**src/rtl/conv1_layer1_pkg.sv**
```systemverilog
// Shared definitions for the conv1 layer1 dense accumulate stage.
//   - lane geometry of the product vector (N_LANE lanes of DW bits, FRAC
//     fractional bits)
//   - adder-tree stage widths
//   - FSM state encoding
//   - sat16: clip a wide signed sum to 16 bits and report clipping
package conv1_layer1_pkg;

  localparam int N_LANE = 25;
  localparam int DW     = 16;
  localparam int FRAC   = 8;

  // Tree shape: 5 partial sums of 5 lanes, then a 5-to-1 sum.
  localparam int N_PART   = 5;
  localparam int PART_LEN = 5;
  localparam int S1_W     = 19;  // 5 x 16-bit needs 3 extra bits
  localparam int S2_W     = 21;  // 25 x 16-bit needs 5 extra bits

  typedef enum logic [1:0] {
    IDLE  = 2'd0,
    RUN   = 2'd1,
    DRAIN = 2'd2,
    DONE  = 2'd3
  } state_e;

  typedef struct packed {
    logic [DW-1:0] val;
    logic          clipped;
  } sat_t;

  // Clip to [-32768, 32767]; clipped=1 when the input was outside range.
  function automatic sat_t sat16(input logic signed [31:0] x);
    sat_t r;
    if (x > 32'sd32767) begin
      r.val     = 16'h7FFF;
      r.clipped = 1'b1;
    end else if (x < -32'sd32768) begin
      r.val     = 16'h8000;
      r.clipped = 1'b1;
    end else begin
      r.val     = x[15:0];
      r.clipped = 1'b0;
    end
    return r;
  endfunction

endpackage

```
**src/rtl/conv1_layer1_add_tree.sv**
```systemverilog
// Two-stage registered reduction of the 25-lane product vector.
//   clk      clock
//   rst      synchronous active-low reset, clears valids and data
//   clr      synchronous flush of the valid bits (run restart)
//   in_v     input beat valid
//   in_data  25 x 16-bit signed lanes, lane i at [16i+15:16i]
//   out_v    valid of out_sum, 2 cycles after in_v
//   out_sum  21-bit signed sum of all 25 lanes
module conv1_layer1_add_tree
  import conv1_layer1_pkg::*;
(
  input  logic                   clk,
  input  logic                   rst,
  input  logic                   clr,
  input  logic                   in_v,
  input  logic [N_LANE*DW-1:0]   in_data,
  output logic                   out_v,
  output logic signed [S2_W-1:0] out_sum
);

  logic                   s1_v;
  logic signed [S1_W-1:0] s1_sum  [N_PART];
  logic signed [S1_W-1:0] s1_next [N_PART];
  logic signed [S2_W-1:0] s2_next;

  // Stage 1: each partial sum covers PART_LEN consecutive lanes.
  always_comb begin
    for (int p = 0; p < N_PART; p++) begin
      s1_next[p] = '0;
      for (int l = 0; l < PART_LEN; l++) begin
        s1_next[p] = s1_next[p] +
                     S1_W'($signed(in_data[DW*(PART_LEN*p + l) +: DW]));
      end
    end
  end

  // Stage 2: fold the partial sums.
  always_comb begin
    s2_next = '0;
    for (int p = 0; p < N_PART; p++) begin
      s2_next = s2_next + S2_W'(s1_sum[p]);
    end
  end

  always_ff @(posedge clk) begin
    if (!rst) begin
      s1_v    <= 1'b0;
      out_v   <= 1'b0;
      out_sum <= '0;
      for (int p = 0; p < N_PART; p++) s1_sum[p] <= '0;
    end else begin
      s1_v  <= in_v && !clr;
      out_v <= s1_v && !clr;
      if (in_v) begin
        for (int p = 0; p < N_PART; p++) s1_sum[p] <= s1_next[p];
      end
      if (s1_v) out_sum <= s2_next;
    end
  end

endmodule

```
**src/rtl/conv1_layer1_dense_accum.sv**
```systemverilog
// Reduces each product beat to a scalar, accumulates ACC_LEN beats per output
// element and emits a saturated 16-bit result, N_GROUP results per start.
//   clk        clock
//   rst        synchronous active-low reset
//   start      one-cycle pulse, begins (or restarts) a run
//   mult_res_v product beat valid
//   mult_res   25 x 16-bit signed lanes
//   acc_res    saturated result, held between pulses
//   acc_res_v  one-cycle pulse, acc_res valid
//   sat        pulses with acc_res_v when the result was clipped
//   busy       high from start until done
//   done       one-cycle pulse after the last acc_res_v
//   state_dbg  current FSM state (IDLE/RUN/DRAIN/DONE encoding)
//
// Handshake: every *_v signal is a one-cycle qualifier with no ready; data
// is consumed in the cycle its valid is high and there is no backpressure.
module conv1_layer1_dense_accum
  import conv1_layer1_pkg::*;
#(
  parameter int ACC_LEN = 4,
  parameter int N_GROUP = 8,
  parameter int ACC_W   = 32
) (
  input  logic                 clk,
  input  logic                 rst,
  input  logic                 start,
  input  logic                 mult_res_v,
  input  logic [N_LANE*DW-1:0] mult_res,
  output logic [DW-1:0]        acc_res,
  output logic                 acc_res_v,
  output logic                 sat,
  output logic                 busy,
  output logic                 done,
  output logic [1:0]           state_dbg
);

  localparam int TOTAL = ACC_LEN * N_GROUP;
  localparam int BW    = (ACC_LEN > 1) ? $clog2(ACC_LEN) : 1;
  localparam int GW    = (N_GROUP > 1) ? $clog2(N_GROUP) : 1;
  localparam int IW    = $clog2(TOTAL + 1);

  state_e                  state;
  logic                    accept;
  logic                    tree_v;
  logic signed [S2_W-1:0]  tree_sum;
  logic signed [ACC_W-1:0] acc;
  logic signed [ACC_W-1:0] sum_full;
  sat_t                    sr;
  logic [BW-1:0]           beat_cnt;
  logic [GW-1:0]           grp_cnt;
  logic [IW-1:0]           in_cnt;
  logic                    last_v;   // the acc_res_v being issued is the run's last

  // A beat coinciding with start belongs to neither run and is dropped.
  assign accept    = mult_res_v && (state == RUN) && !start;
  assign state_dbg = state;

  conv1_layer1_add_tree u_tree (
    .clk     (clk),
    .rst     (rst),
    .clr     (start),
    .in_v    (accept),
    .in_data (mult_res),
    .out_v   (tree_v),
    .out_sum (tree_sum)
  );

  assign sum_full = acc + ACC_W'(tree_sum);
  assign sr       = sat16(32'(sum_full));

  always_ff @(posedge clk) begin
    if (!rst) begin
      state     <= IDLE;
      acc       <= '0;
      beat_cnt  <= '0;
      grp_cnt   <= '0;
      in_cnt    <= '0;
      last_v    <= 1'b0;
      acc_res   <= '0;
      acc_res_v <= 1'b0;
      sat       <= 1'b0;
      busy      <= 1'b0;
      done      <= 1'b0;
    end else if (start) begin
      // Restart from any state; tree valids are flushed through clr.
      state     <= RUN;
      acc       <= '0;
      beat_cnt  <= '0;
      grp_cnt   <= '0;
      in_cnt    <= '0;
      last_v    <= 1'b0;
      acc_res_v <= 1'b0;
      sat       <= 1'b0;
      busy      <= 1'b1;
      done      <= 1'b0;
    end else begin
      acc_res_v <= 1'b0;
      sat       <= 1'b0;
      done      <= 1'b0;
      last_v    <= 1'b0;

      // Accumulate at tree output; the closing beat of a group emits the
      // result and reloads zero so a back-to-back group starts clean.
      if (tree_v) begin
        if (beat_cnt == BW'(ACC_LEN - 1)) begin
          acc_res   <= sr.val;
          acc_res_v <= 1'b1;
          sat       <= sr.clipped;
          acc       <= '0;
          beat_cnt  <= '0;
          last_v    <= (grp_cnt == GW'(N_GROUP - 1));
          grp_cnt   <= (grp_cnt == GW'(N_GROUP - 1)) ? '0 : grp_cnt + 1'b1;
        end else begin
          acc      <= sum_full;
          beat_cnt <= beat_cnt + 1'b1;
        end
      end

      case (state)
        IDLE: ;
        RUN: begin
          if (accept) begin
            in_cnt <= in_cnt + 1'b1;
            if (in_cnt == IW'(TOTAL - 1)) state <= DRAIN;
          end
        end
        DRAIN: begin
          if (last_v) begin
            state <= DONE;
            done  <= 1'b1;
          end
        end
        DONE: begin
          state <= IDLE;
          busy  <= 1'b0;
        end
        default: state <= IDLE;
      endcase
    end
  end

endmodule

```
**config.mk**
```make
export PLATFORM = sky130hd
export DESIGN_NAME = conv1_layer1_dense_accum
export DESIGN_NICKNAME = d
export VERILOG_FILES = /design/src/rtl/conv1_layer1_pkg.sv /design/src/rtl/conv1_layer1_add_tree.sv /design/src/rtl/conv1_layer1_dense_accum.sv
export SDC_FILE = /design/constraint.sdc
export NUM_CORES = 1
export LEC_CHECK = 0
export CAP_MARGIN = 30
export CORE_MARGIN = 8
export CORE_UTILIZATION = 54
export CTS_CLUSTER_DIAMETER = 50
export CTS_CLUSTER_SIZE = 40
export DETAILED_ROUTE_END_ITERATION = 12
export HOLD_SLACK_MARGIN = 0.06
export MAX_ROUTING_LAYER = met4
export PLACE_DENSITY = 0.83
export SYNTH_ARGS = -nofsm -noshare
export SYNTH_HDL_FRONTEND = slang
export SYNTH_SLANG_ARGS = --single-unit
```
**constraint.sdc**
```tcl
create_clock -name clk -period 10.9 [get_ports clk]
set_clock_uncertainty 0.1 [all_clocks]
set_input_delay 2.18 -clock clk [delete_from_list [all_inputs] [get_ports clk]]
set_output_delay 2.18 -clock clk [all_outputs]
set_load 0.05 [all_outputs]
```
# [Word-level counts from Yosys, hierarchy flattened]
# Memories as Yosys holds them, arrays and structs flattened.
# Cells that the tools add are included.
# W data, S select, Z words.
[op_classes] addsub=28 mul=0 n_div=0 n_lt_le_gt_ge=2 eq_ne=12 n_shift=0 mux=23 n_bitwise=10 n_reduce_logical=17
[ops] op="$add A19 B16 Y19" count=10
[ops] op="$mux W19" count=5
[ops] op="$add A17 B16 Y18" count=5
[ops] op="$add A16 B16 Y17" count=5
[ops] op="$add A21 B19 Y21" count=2
[ops] op="$mux W17" count=2
[ops] op="$add A32 B21 Y32" count=1
[ops] op="$gt A32 B16 Y1 const B" count=1
[ops] op="$lt A32 B16 Y1 const B" count=1
[ops] op="$mux W32" count=1
[ops] op="$add A20 B19 Y21" count=1
[ops] op="$add A19 B19 Y20" count=1
[ops] op="$mux W1" count=9
[ops] op="$mux W2" count=4
[ops] op="$reduce_and A4 Y1" count=2
[ops] op="$add A6 B1 Y6 const B" count=1
[ops] op="$eq A2 B2 Y1 const B" count=3
[ops] op="$eq A6 B5 Y1 const B" count=1
[ops] op="$ne A3 B2 Y1 const B" count=2
[ops] op="$pmux W2 S3" count=1
[ops] op="$reduce_or A3 Y1" count=2
[ops] op="$not A1 Y1" count=5
[ops] op="$or A1 B1 Y1" count=5
[ops] op="$logic_and A1 B1 Y1" count=4
[ops] op="16 further kinds" count=18
[totals] regBits=89 latch_bits=0 ramBits=95 romBits=0 inputBits=404 output_inout_bits=22 elab_cells=108 mem_count=1
[mem_list] name="u_tree.s1_sum" words=5 word_bits=19 rd=5 rd_ports_with_merged_regs=0 wr=5 line="conv1_layer1_add_tree.sv:22" text="logic signed [S1_W-1:0] s1_sum [N_PART];"

# [Logic depth before layout (Yosys ltp)]
[depth] ltp_word=7 mapped_depth=24 depth_no_buf=24

# [By module]
# Synthesis repeated with hierarchy kept, for this count alone.
[unflattened] cells_unflattened=2740 hier_area_um2=23224.8
[by_module_without_submodules] mod="conv1_layer1_add_tree" instances=1 cells_each=2160 area_each_um2=18576.6 seq_area_each_um2=3313.2
[by_module_without_submodules] mod="conv1_layer1_dense_accum" instances=1 cells_each=580 area_each_um2=4648.2 seq_area_each_um2=1321.3

# [Worst setup path after synthesis]
# OpenSTA, ideal clock, no wires.
[synth_path] kind="input port to flip-flop" start="in mult_res_v" end="mem u_tree.s1_sum[0][0] (enable)" setup_time_ns=0.681 arrival_time_ns=9.113 t_required_ns=10.119 slack_ns=1.006 stages=2 path_cell_list="nand3b_1 > o21ai_0"
[synth_rtl] item="from (decl)" line="conv1_layer1_dense_accum.sv:27" text="input logic mult_res_v,"
[synth_rtl] item="to (decl)" line="conv1_layer1_add_tree.sv:22"

==> flow_summary_export.csv <==
group,metric,value,unit
worst_hold_path,hold_path_end,"grp_cnt[1]",
die,core_area,39460,um2
route,wl_per_cell,18.85,um
route,routed_via_density,5.685,
worst_setup_path,cp_max_fo,4,
yosys,syn_avg_cell_area,9.585,um2
place,hpwl,51460,um
power,power_frac_comb,69.6,%
clock_tree,clk_transition_reported_paths,0.08,ns
status,outcome,"finished, final reports clean",
global_routing,grt_pass1_wl,96720,um
yosys,postSynthCellCount,2232,
yosys,synth_top_cell_by_area,"fa_1",
global_routing,grtUsageMet3,2.697,%
worst_hold_path,min_from,"grp_cnt[1]",
clock_tree,cts_tree,"done",
power,p_clk_share,13.6,%
global_routing,grt_usage,26.26,%
route,vias,18100,
clock_tree,cts_buffers,17,
cells_and_area,drive_gt1_share,3.239,%
cells_and_area,final_core_util,68.08,%
timing,tns,0,ns
yosys,synth_top_area_share,22.37,%
yosys,yosys_warnings,0,
place,gp_congestion,0.9369,
yosys,yosysSeqAreaShare,21.66,%
cells_and_area,fillers,3213,
job,cap_viol_max_count,0,
power,p_leak,0.01132,uW
clock_tree,clock_latency,0.44,ns
timing,post-route-period-util,77.57,%
die,rows,73,
global_routing,grtUsageMet2,46.97,%
worst_setup_path,crit_path_top_delay_cell,"o41ai_1",
clock_tree,post_cts_resized,0,
power,power.density,179.0,nW/um2
worst_setup_path,r2r_slack,5.51,ns
global_routing,grt_pass1_vias,19360,
worst_hold_path,worstHoldPathCells,2,
place,placed_area,26230,um2
power,seqPwrFrac,16.8,%
cells_and_area,seq_area,4634,um2
cells_and_area,fin_nets,3506,
clock_tree,post_cts_buffers,0,
yosys,syn-num-nets,3096,
yosys,synthTopCellsByArea,"fa_1 (22%), edfxtp_1 (13%), ha_1 (13%)",
global_routing,antenna_found_initial,3,
worst_setup_path,criticalPathCategory,"input pin to flop",
place,place.port_buffers,425,
route,drtIter0Drc,1104,
worst_setup_path,rr_endpoint,"u_tree.out_sum[19]",
timing,grt_setup_unrepaired,"no",
worst_setup_path,worstReg2RegStart,"u_tree.s1_sum[0][20]",
power,swShare,45.29,%
power,p_sw,2177,uW
timing,relSlewSlack,38.56,%
die,boundaryPins,426,
global_routing,busiest_layer,"met2",
clock_tree,cts.htree.levels,4,
yosys,ys_ff_latch,184,
worst_setup_path,worstPathArrival,8.53,ns
die,dieWidth,215.0,um
timing,min_period,8.455,ns
worst_setup_path,path_buf_inv,4,
global_routing,overflow,0,
worst_setup_path,cp_common_cell,"a21oi_1",
timing,timing.fmax,118.3,MHz
timing,hold_viol,0,
worst_setup_path,worstPathRequired,10.97,ns
cells_and_area,multiInputGateArea,15820,um2
timing,finalSetupViolCount,0,
worst_setup_path,crit_family,"compound AO/OA/AOI/OAI gates",
yosys,synthArstFlopShare,0,%
power,p_int,2630,uW
global_routing,grt_util_met1,30.82,%
route,wl,59990,um
die,start_util,54.22,%
clock_tree,ctsHoldBuffers,0,
route,firstDrtPassIters,6,
worst_setup_path,r2r_cells,18,
die,dieArea,46240,um2
cells_and_area,final_cell_mix,"clkdlybuf4s50_1 (425), fa_1 (239), ha_1 (221)",
route,drc,0,
route,ant_nets,0,
yosys,ys_types,78,
worst_setup_path,cp-start-kind,"input pin",
power,vdd_drop_max,0.0001198,V
timing,maxSlewViolCount,0,
global_routing,grt_max_degree,70,
cells_and_area,layout_commonest_cell,"clkdlybuf4s50_1",
clock_tree,clock-sinks,184,
clock_tree,cts_buffer_depth,2,
worst_setup_path,critPathMaxStageDelay,0.66,ns
yosys,synth_ff_type,"edfxtp_1",
yosys,netlist_area,21390,um2
timing,tightestPinTransition,0.8983,ns
cells_and_area,stdcell_area,26860,um2
worst_hold_path,holdCritPathClass,"flop to flop",
clock_tree,cts-root-buf,"clkbuf_16",
worst_setup_path,cp-end-kind,"flop",
worst_setup_path,startpoint,"mult_res[177]",
die,die_h,215.0,um
cells_and_area,area_growth,25.57,%
yosys,synth_edf_count,95,
[per-layer routing]
layer / wire (um) / up-vias
met4: 1835 / 0
li1: - / 8715
met2: 31420 / 535
met1: 24590 / 8740
met5: 0 / -
met3: 2145 / 105
[synth_stat cells (27+ instances only)]
master    instances
o21ai_0          76
nor2_1          215
nor3_1           81
a21o_1           51
nor2b_1          47
edfxtp_1         95
inv_1           201
ha_1            221
fa_1            239
a21oi_1         147
nand3_1          44
a22oi_1          29
dfxtp_1          89
or3_1            27
nand2_1         108
clkbuf_1         28
xnor2_1         106
a211oi_1         33
xor2_1           46
[worst max-delay path by stage]
stage                                 endpoint  cells after the start
final                     u_tree.s1_sum[0][56]                     25
after global routing      u_tree.s1_sum[0][56]                     25
after CTS                 u_tree.s1_sum[0][56]                     25
after detailed placement  u_tree.s1_sum[0][56]                     25
after global placement    u_tree.s1_sum[0][56]                     25
after floorplan            u_tree.s1_sum[0][0]                      2
[layout make-up]
cell class | count | share of cell area, %
Antenna cell | 3 | 0.02795
Inverter | 203 | 2.837
Multi-Input combinational cell | 1802 | 58.87
Sequential cell | 184 | 17.25
Tap cell | 525 | 2.445
Timing Repair Buffer | 434 | 16.24
Clock buffer | 18 | 1.677
Clock inverter | 14 | 0.6521
[metrics by stage]
step,worst slack (ns),hold WS (ns),instances,total power [uW]
4_1_cts,2.545,0.3725,3180,4801
2_1_floorplan,1.006,0.3098,2232,3281
6_report,2.445,0.3663,3183,4807
3_5_place_dp,2.127,0.3613,3148,4120
5_1_grt,2.011,0.3989,3183,5255
3_3_place_gp,2.590,0.3469,3146,3988
[cells by family after synthesis]
family	share of synthesized area [%]
mux	0.7954
flops	21.66
compound gates	17.07
xor+xnor	6.223
buf+inv	4.486
simple gates	14.48
fa+ha+maj	35.29
[state kept, by name (all words and copies together), names as in the netlist]
| register | count |
|---|---|
| u_tree.out_sum | 21 |
| done | 1 |
| last_v | 1 |
| state_dbg | 2 |
| grp_cnt | 3 |
| acc | 32 |
| beat_cnt | 2 |
| sat | 1 |
| acc_res_v | 1 |
| u_tree.s1_v | 1 |
| in_cnt | 6 |
| u_tree.out_v | 1 |
| u_tree.s1_sum | 95 |
| acc_res | 16 |
| busy | 1 |
[tightest hold or removal path, delay by kind of cell (launching register included)]
family / cells / cell delay (ns)
AOI/OAI and AO/OA: 1 / 0.05
and+or+nand+nor: 1 / 0.05
DFF: 1 / 0.32
[power groups by stage]
stage	Clock, uW	Sequential [uW]	Combinational (uW)
floorplan	0	815	2470
global placement	0	823	3170
detailed placement	0	824	3300
CTS	663	808	3330
global route	691	811	3750
finish	654	807	3350
Note: power is estimated with default switching activity, not from simulation.
